## src/rtl/alu_pkg.sv

```systemverilog
// Shared ALU control codes and multiplier sequencer state encoding.
// Imported by the sequencer and by the parent datapath that owns the ALU.
package alu_pkg;

    localparam logic [3:0] ALU_ADD = 4'b0010;
    localparam logic [3:0] ALU_SUB = 4'b0110;
    localparam logic [3:0] ALU_XOR = 4'b0100;
    localparam logic [3:0] ALU_SRL = 4'b0101;

    typedef enum logic [2:0] {
        S_IDLE,
        S_ADD,
        S_DBL,
        S_SHR,
        S_DONE
    } seq_state_e;

endpackage

```

## src/rtl/alu_mul_sequencer.sv

```systemverilog
// Iterative shift-add MUL (low XLEN bits) that borrows the shared ALU while busy.
// Optional ALU_SEQ_EARLY_EXIT_EN: finish as soon as the multiplier is exhausted.
module alu_mul_sequencer
    import alu_pkg::*;
#(
    parameter int XLEN = 32
) (
    input  logic            clk,
    input  logic            rst_n,
    input  logic            req_valid,
    output logic            req_ready,
    input  logic [XLEN-1:0] req_a,
    input  logic [XLEN-1:0] req_b,
    output logic            rsp_valid,
    input  logic            rsp_ready,
    output logic [XLEN-1:0] rsp_result,
    output logic            alu_own,
    output logic [XLEN-1:0] alu_a,
    output logic [XLEN-1:0] alu_b,
    output logic [3:0]      alu_ctrl,
    input  logic [XLEN-1:0] alu_result,
    input  logic            alu_zero
);

    localparam int CNT_W = $clog2(XLEN);
    localparam logic [CNT_W-1:0] CNT_LAST = CNT_W'(XLEN - 1);

    seq_state_e      state_q, state_d;
    logic [XLEN-1:0] prod_q, prod_d;
    logic [XLEN-1:0] mcand_q, mcand_d;
    logic [XLEN-1:0] mplier_q, mplier_d;
    logic [CNT_W-1:0] cnt_q, cnt_d;

    logic            req_ready_q, rsp_valid_q, own_q, own_d;
    logic [XLEN-1:0] alu_a_q, alu_a_d, alu_b_q, alu_b_d;
    logic [3:0]      ctrl_q, ctrl_d;

`ifndef ALU_SEQ_EARLY_EXIT_EN
    logic unused_alu_zero;
    assign unused_alu_zero = alu_zero;
`endif

    always_comb begin
        state_d  = state_q;
        prod_d   = prod_q;
        mcand_d  = mcand_q;
        mplier_d = mplier_q;
        cnt_d    = cnt_q;
        unique case (state_q)
            S_IDLE: begin
                if (req_valid) begin
                    prod_d   = '0;
                    mcand_d  = req_a;
                    mplier_d = req_b;
                    cnt_d    = '0;
                    state_d  = req_b[0] ? S_ADD : S_DBL;
`ifdef ALU_SEQ_EARLY_EXIT_EN
                    if (req_b == '0) state_d = S_DONE;
`endif
                end
            end
            S_ADD: begin
                prod_d  = alu_result;
                state_d = S_DBL;
            end
            S_DBL: begin
                mcand_d = alu_result;
                state_d = S_SHR;
            end
            S_SHR: begin
                mplier_d = alu_result;
                cnt_d    = cnt_q + CNT_W'(1);
                if (cnt_q == CNT_LAST) state_d = S_DONE;
`ifdef ALU_SEQ_EARLY_EXIT_EN
                else if (alu_zero) state_d = S_DONE;
`endif
                else if (alu_result[0]) state_d = S_ADD;
                else state_d = S_DBL;
            end
            S_DONE: begin
                if (rsp_ready) state_d = S_IDLE;
            end
            default: state_d = S_IDLE;
        endcase
    end

    // ALU drive is precomputed from the next state so the outputs come straight from flops.
    always_comb begin
        own_d   = 1'b0;
        alu_a_d = '0;
        alu_b_d = '0;
        ctrl_d  = ALU_ADD;
        unique case (state_d)
            S_ADD: begin
                own_d   = 1'b1;
                alu_a_d = prod_d;
                alu_b_d = mcand_d;
            end
            S_DBL: begin
                own_d   = 1'b1;
                alu_a_d = mcand_d;
                alu_b_d = mcand_d;
            end
            S_SHR: begin
                own_d   = 1'b1;
                alu_a_d = mplier_d;
                alu_b_d = XLEN'(1);
                ctrl_d  = ALU_SRL;
            end
            default: ;
        endcase
    end

    always_ff @(posedge clk or negedge rst_n) begin
        if (!rst_n) begin
            state_q     <= S_IDLE;
            prod_q      <= '0;
            mcand_q     <= '0;
            mplier_q    <= '0;
            cnt_q       <= '0;
            req_ready_q <= 1'b1;
            rsp_valid_q <= 1'b0;
            own_q       <= 1'b0;
            alu_a_q     <= '0;
            alu_b_q     <= '0;
            ctrl_q      <= ALU_ADD;
        end else begin
            state_q     <= state_d;
            prod_q      <= prod_d;
            mcand_q     <= mcand_d;
            mplier_q    <= mplier_d;
            cnt_q       <= cnt_d;
            req_ready_q <= (state_d == S_IDLE);
            rsp_valid_q <= (state_d == S_DONE);
            own_q       <= own_d;
            alu_a_q     <= alu_a_d;
            alu_b_q     <= alu_b_d;
            ctrl_q      <= ctrl_d;
        end
    end

    assign req_ready  = req_ready_q;
    assign rsp_valid  = rsp_valid_q;
    assign rsp_result = prod_q;
    assign alu_own    = own_q;
    assign alu_a      = alu_a_q;
    assign alu_b      = alu_b_q;
    assign alu_ctrl   = ctrl_q;

endmodule

```

## config.mk

```make
export PLATFORM = sky130hd
export DESIGN_NAME = alu_mul_sequencer
export DESIGN_NICKNAME = d
export VERILOG_FILES = /design/src/rtl/alu_pkg.sv /design/src/rtl/alu_mul_sequencer.sv
export SDC_FILE = /design/constraint.sdc
export NUM_CORES = 1
export LEC_CHECK = 0
export CAP_MARGIN = 15
export CORE_MARGIN = 2
export CORE_UTILIZATION = 35
export DETAILED_ROUTE_END_ITERATION = 6
export PLACE_DENSITY = 0.7
export SLEW_MARGIN = 20
export SYNTH_ARGS = -nofsm -noshare
export SYNTH_HDL_FRONTEND = slang
export SYNTH_SLANG_ARGS = --single-unit
```

## constraint.sdc

```tcl
create_clock -name clk -period 2.6 [get_ports clk]
set_input_delay 0.52 -clock clk [delete_from_list [all_inputs] [get_ports clk]]
set_output_delay 0.52 -clock clk [all_outputs]
set_load 0.005 [all_outputs]
```

* Word-level counts from Yosys, hierarchy flattened *
Cells that the tools add are included.

operators by class
  add/sub/neg operators = 1
  equality and inequality tests = 10
  mux-type cells = 18
  reductions and logical operators = 6

operators by type and width
  kind                                                                   number
  32-bit one-hot mux with 2 select lines                                 4
  32-bit two-way mux                                                     3
  32-bit one-hot mux with 3 select lines                                 1
  3-bit one-hot mux with 5 select lines                                  1
  3-bit by 2-bit equality test with 1-bit output, second input constant  4
  3-bit two-way mux                                                      4
  5-bit one-hot mux with 2 select lines                                  1
  3-bit by 1-bit equality test with 1-bit output, second input constant  2
  3-bit equality test, second input constant                             2
  3-bit logical NOT                                                      2
  5-bit by 1-bit adder with 5-bit output, second input constant          1
  5-bit equality test, second input constant                             1
  5-bit two-way mux                                                      1
  2-bit two-way mux                                                      2
  3-bit OR reduction                                                     1
  2-bit != test, second input constant                                   1
  2-bit AND reduction                                                    1
  2-bit nonzero test                                                     1
  2-bit OR reduction                                                     1
  1-bit two-way mux                                                      1

word-level totals
  register bits = 175
  input port bits = 101
  logic and storage cells = 46

* Depth between registers and ports, before layout *
  word-level depth = 6
  depth in mapped cells = 8
  depth with buffers taken out = 7

* Least setup slack after synthesis *
No wires, ideal clock.

  path type = flip-flop to flip-flop
  start point = register cnt_q[0]
  end point = register alu_a_q[31] (netlist: alu_a[31])
  setup time = 0.066 ns
  arrival time = 2.084 ns
  required time = 2.534 ns
  setup slack = 0.450 ns
  stages on the path, launching flop included = 9
  path buffers = 1
  clock period less this slack = 2.150 ns
  cells stage by stage = dfrtp_1 -> ha_1 -> and3_1 -> ha_1 -> nand2b_1 -> or2_2 -> a21oi_2 -> clkbuf_1 -> a221o_1

on the way
  word-level cells in the longest chain between the ends = 5
  elaborated cells on any way between the ends = 7

RTL lines
  element                                                                                                                  line                      RTL
  start, declared                                                                                                          alu_mul_sequencer.sv:32   logic [CNT_W-1:0] cnt_q, cnt_d;
  start signal, assigned                                                                                                   alu_mul_sequencer.sv:132  cnt_q <= cnt_d;
  5-bit equality test (*)                                                                                                  alu_mul_sequencer.sv:73   if (cnt_q == CNT_LAST) state_d = S_DONE;
  3-bit two-way mux (*)                                                                                                    alu_mul_sequencer.sv:73
  3-bit one-hot mux with 5 select lines (*)                                                                                alu_mul_sequencer.sv:49   unique case (state_q)
  3-bit by 2-bit equality test with 1-bit output / 3-bit by 1-bit equality test with 1-bit output (equally long branches)  alu_mul_sequencer.sv:93   unique case (state_d)
  32-bit one-hot mux with 3 select lines (*)                                                                               alu_mul_sequencer.sv:93
  named net alu_a_d[31]                                                                                                    alu_mul_sequencer.sv:35   logic [XLEN-1:0] alu_a_q, alu_a_d, alu_b_q, alu_b_d;
  end signal, assigned                                                                                                     alu_mul_sequencer.sv:136  alu_a_q <= alu_a_d;
  end, declared                                                                                                            alu_mul_sequencer.sv:35

The timed path passes the listed nets; every way through them passes the cells marked *.
A chain may end at the register's enable or synchronous reset.

* Worst setup path after layout *
  start point = register cnt_q[0]
  end point = register alu_a_q[10] (netlist: alu_a[10])

Same word-level chain as after synthesis.

==> flow_summary.json <==
{
  "cts_sinks": 173,
  "skew_ns": 0.007779,
  "crit_start": "cnt_q[0]",
  "num_rows": 51,
  "dp.cells": 1028,
  "busiest_layer": "met2",
  "r2r_cells": 8,
  "num_vias": 5581,
  "synth.avg_cell_area_um2": 11.95,
  "port_buffers": 201,
  "cts_max_level": 4,
  "cts_setup_buffers": 0,
  "hold_viol_final": 0,
  "netlist.area_leader.share": 0.6069,
  "async_flop_share": 1.000,
  "fin_tns_setup_ns": 0,
  "postRouteAntennaNets": 0,
  "antenna_cells": 0,
  "outcome": "finished, final reports clean",
  "swShare": 0.3644,
  "core-area_um2": 19590,
  "die_area_um2": 21300,
  "cell_internal_pwr_mw": 8.337,
  "worst-setup-path-type": "reg -> reg",
  "tightestPinTransition_ns": 0.5226,
  "yosysMostFrequentCell": "dfrtp_1",
  "reg2reg_slack_ns": 0.33,
  "pwr-share-clk": 0.195,
  "final_core_util": 0.5141,
  "initialDrtViolationCount": 413,
  "hold_slack_ns": 0.06374,
  "root_buffer": "clkbuf_16",
  "postCtsHoldBufs": 0,
  "synth_compound_area_frac": 0.2130,
  "num_io_pins": 204,
  "ctsResizeCount": 0,
  "muxShareOfSynthArea": 0,
  "drcViolationCount": 0,
  "gr-total-overflow": 0,
  "synth_commonest_cells": "dfrtp_1, a21oi_1, a22oi_1",
  "grtUsageTotal": 0.1957,
  "synth_area_leaders": "dfrtp_1, a22oi_1, a221o_1",
  "initial_core_util": 0.3599,
  "p_comb_frac": 0.469,
  "dp_hpwl_um": 13460,
  "hold_path_class": "in -> async",
  "fillers": 1743,
  "grt_util_met2": 0.3198,
  "die_h_um": 145.9,
  "seq_area_frac_synth": 0.6144,
  "synth-xor-area-share": 0,
  "p_per_area_nw_per_um2": 1302,
  "arrival_ns": 2.62,
  "drive_above_1_share": 0.1472,
  "fin_crit_sh": 0.8732,
  "r2r_start": "cnt_q[0]",
  "slew-limit-headroom": 0.6516,
  "p_leak_nw": 4.444,
  "grt_first_pass_wirelength_um": 32970,
  "cts_buffers": 17,
  "wl_per_cell_um": 19.26,
  "rsz0062_at_grt": "false",
  "synth_edf_count": 0,
  "startpoint_type": "flip-flop",
  "routabilityCongestion": 0.7534,
  "p_total_mw": 13.12,
  "clkSlewWorstSetupHoldPaths_ns": 0.07,
  "maxCapViolations": 0,
  "yosys.area_share.simple": 0.1288,
  "grt_max_degree": 61,
  "antenna_found_initial": 0,
  "dr.pass1.iters": 5,
  "ys_ff_latch": 173,
  "ys.flop_type": "dfrtp_1",
  "r2r_end": "alu_a[10]",
  "cp_data_required_time_ns": 2.95,
  "end_kind": "flip-flop",
  "yosys_warnings": 0,
  "totalWireLength_um": 20410,
  "vdd_ir_drop_max_uv": 631.3,
  "synth_fa_ha_area_frac": 0.003549,
  "synthesis.nets": 693,
  "setup_viol": 0,
  "stdcell_count": 1060,
  "via_per_inst": 5.265,
  "netSwitchingPower_mw": 4.779,
  "syn_area_um2": 7051,
  "synth_top_family_by_area": "compound AO/OA/AOI/OAI gates",
  "grt_use_met3": 0.05549,
  "critPathCapture": "alu_a[10]",
  "syn_inst": 590,
  "min_period_ns": 2.270,
  "final_nets": 885,
  "synth_top_area_cell": "dfrtp_1",
  "cts_tree": "built",
  "clock_latency_ns": 0.41,
  "critPathMaxFanout": 17,
  "drv_slew": 0,
  "die_w_um": 145.9,
  "area_growth_syn_to_layout_pct": 42.84,
  "synth_cell_types": 39,
  "grt_pass1_vias": 5879,
  "clock.fmax_mhz": 440.5,
  "seqPwrFrac": 0.336,
  "use_met1": 0.2637,
  "cts_buffer_depth": 2
}
## cells in the final DEF, fill, tap and decap left out, drive strengths merged, types with 2 or more instances in the layout
master         count
ha                 2
a31oi              2
nor2               3
clkbuf            19
dfrtp            171
clkdlybuf4s50    200
nor3b              3
a221o             32
nand2b             2
a22oi             63
o21ai              8
nand2             71
a22o              34
a21oi             64
clkinvlp           2
nand3             65
inv                8
bufinv             2
o41ai              2
buf               25
dfstp              2
clkinv             3
## cell families (layout without fill, tap and decap cells)
family          Yosys count  after routing
fa+ha+maj                 2              2
compound gates          207            207
other cells               1              1
buf+inv                  54            259
flops                   173            173
simple gates            153            153
## final cells by class
type / count / area, µm² / share of cell area
clock buffers: 19 / 442.9 / 0.04398
inverters: 2 / 7.507 / 0.0007454
well taps: 265 / 331.6 / 0.03292
multi-input cells: 363 / 2474 / 0.2456
clock inverters: 13 / 152.6 / 0.01516
repair buffers: 225 / 2331 / 0.2315
flip-flops and latches: 173 / 4332 / 0.4301
## metrics by stage
stage          worst slack [ns]  area, µm²
2_1_floorplan            0.4499       7051
3_3_place_gp             0.1729       9475
3_5_place_dp             0.1657       9475
4_1_cts                  0.3223      10070
5_1_grt                  0.2230      10070
6_report                 0.3298      10070
## routing by layer
layer  wire length, µm  vias up
met5                 0        -
met4               123        0
met3              1295       11
met2              9807      183
met1              9186     2798
li1                  -     2589
## sequential cells by signal (all words and copies together) (netlist names)
| signal | cells |
|---|---|
| req_ready | 1 |
| rsp_result | 32 |
| alu_a | 32 |
| mplier_q | 32 |
| cnt_q | 5 |
| rsp_valid | 1 |
| alu_own | 1 |
| mcand_q | 32 |
| alu_b | 32 |
| alu_ctrl | 2 |
| state_q | 3 |
## power by group through the flow
stage / Clock, mW / Combinational (mW) / Sequential [mW]
after floorplan: 0 / 3.30 / 4.41
after global placement: 0 / 6.09 / 4.43
after detailed placement: 0 / 6.18 / 4.44
after CTS: 2.61 / 6.21 / 4.42
after global routing: 2.75 / 6.72 / 4.53
final: 2.56 / 6.15 / 4.41
## worst max-delay path, stage by stage (launching register included)
cell	delay [ns]
dfrtp_1	0.43
ha_1	0.24
and3_1	0.19
ha_1	0.27
nand2b_1	0.18
or2_2	0.31
a21oi_4	0.22
buf_12	0.19
a221o_1	0.16
## worst min-delay path by stage
stage,start,to,slack (ns),depth (start not counted)
after floorplan,rst_n,alu_a[0],0.22,0
after global placement,cnt_q[3],cnt_q[3],0.47,1
after detailed placement,cnt_q[3],cnt_q[3],0.48,1
after CTS,rst_n,alu_b[6],0.07,1
after global routing,rst_n,alu_b[6],0.09,1
final,rst_n,alu_b[6],0.06,1
No activity file was read; power rests on OpenSTA's default activity.
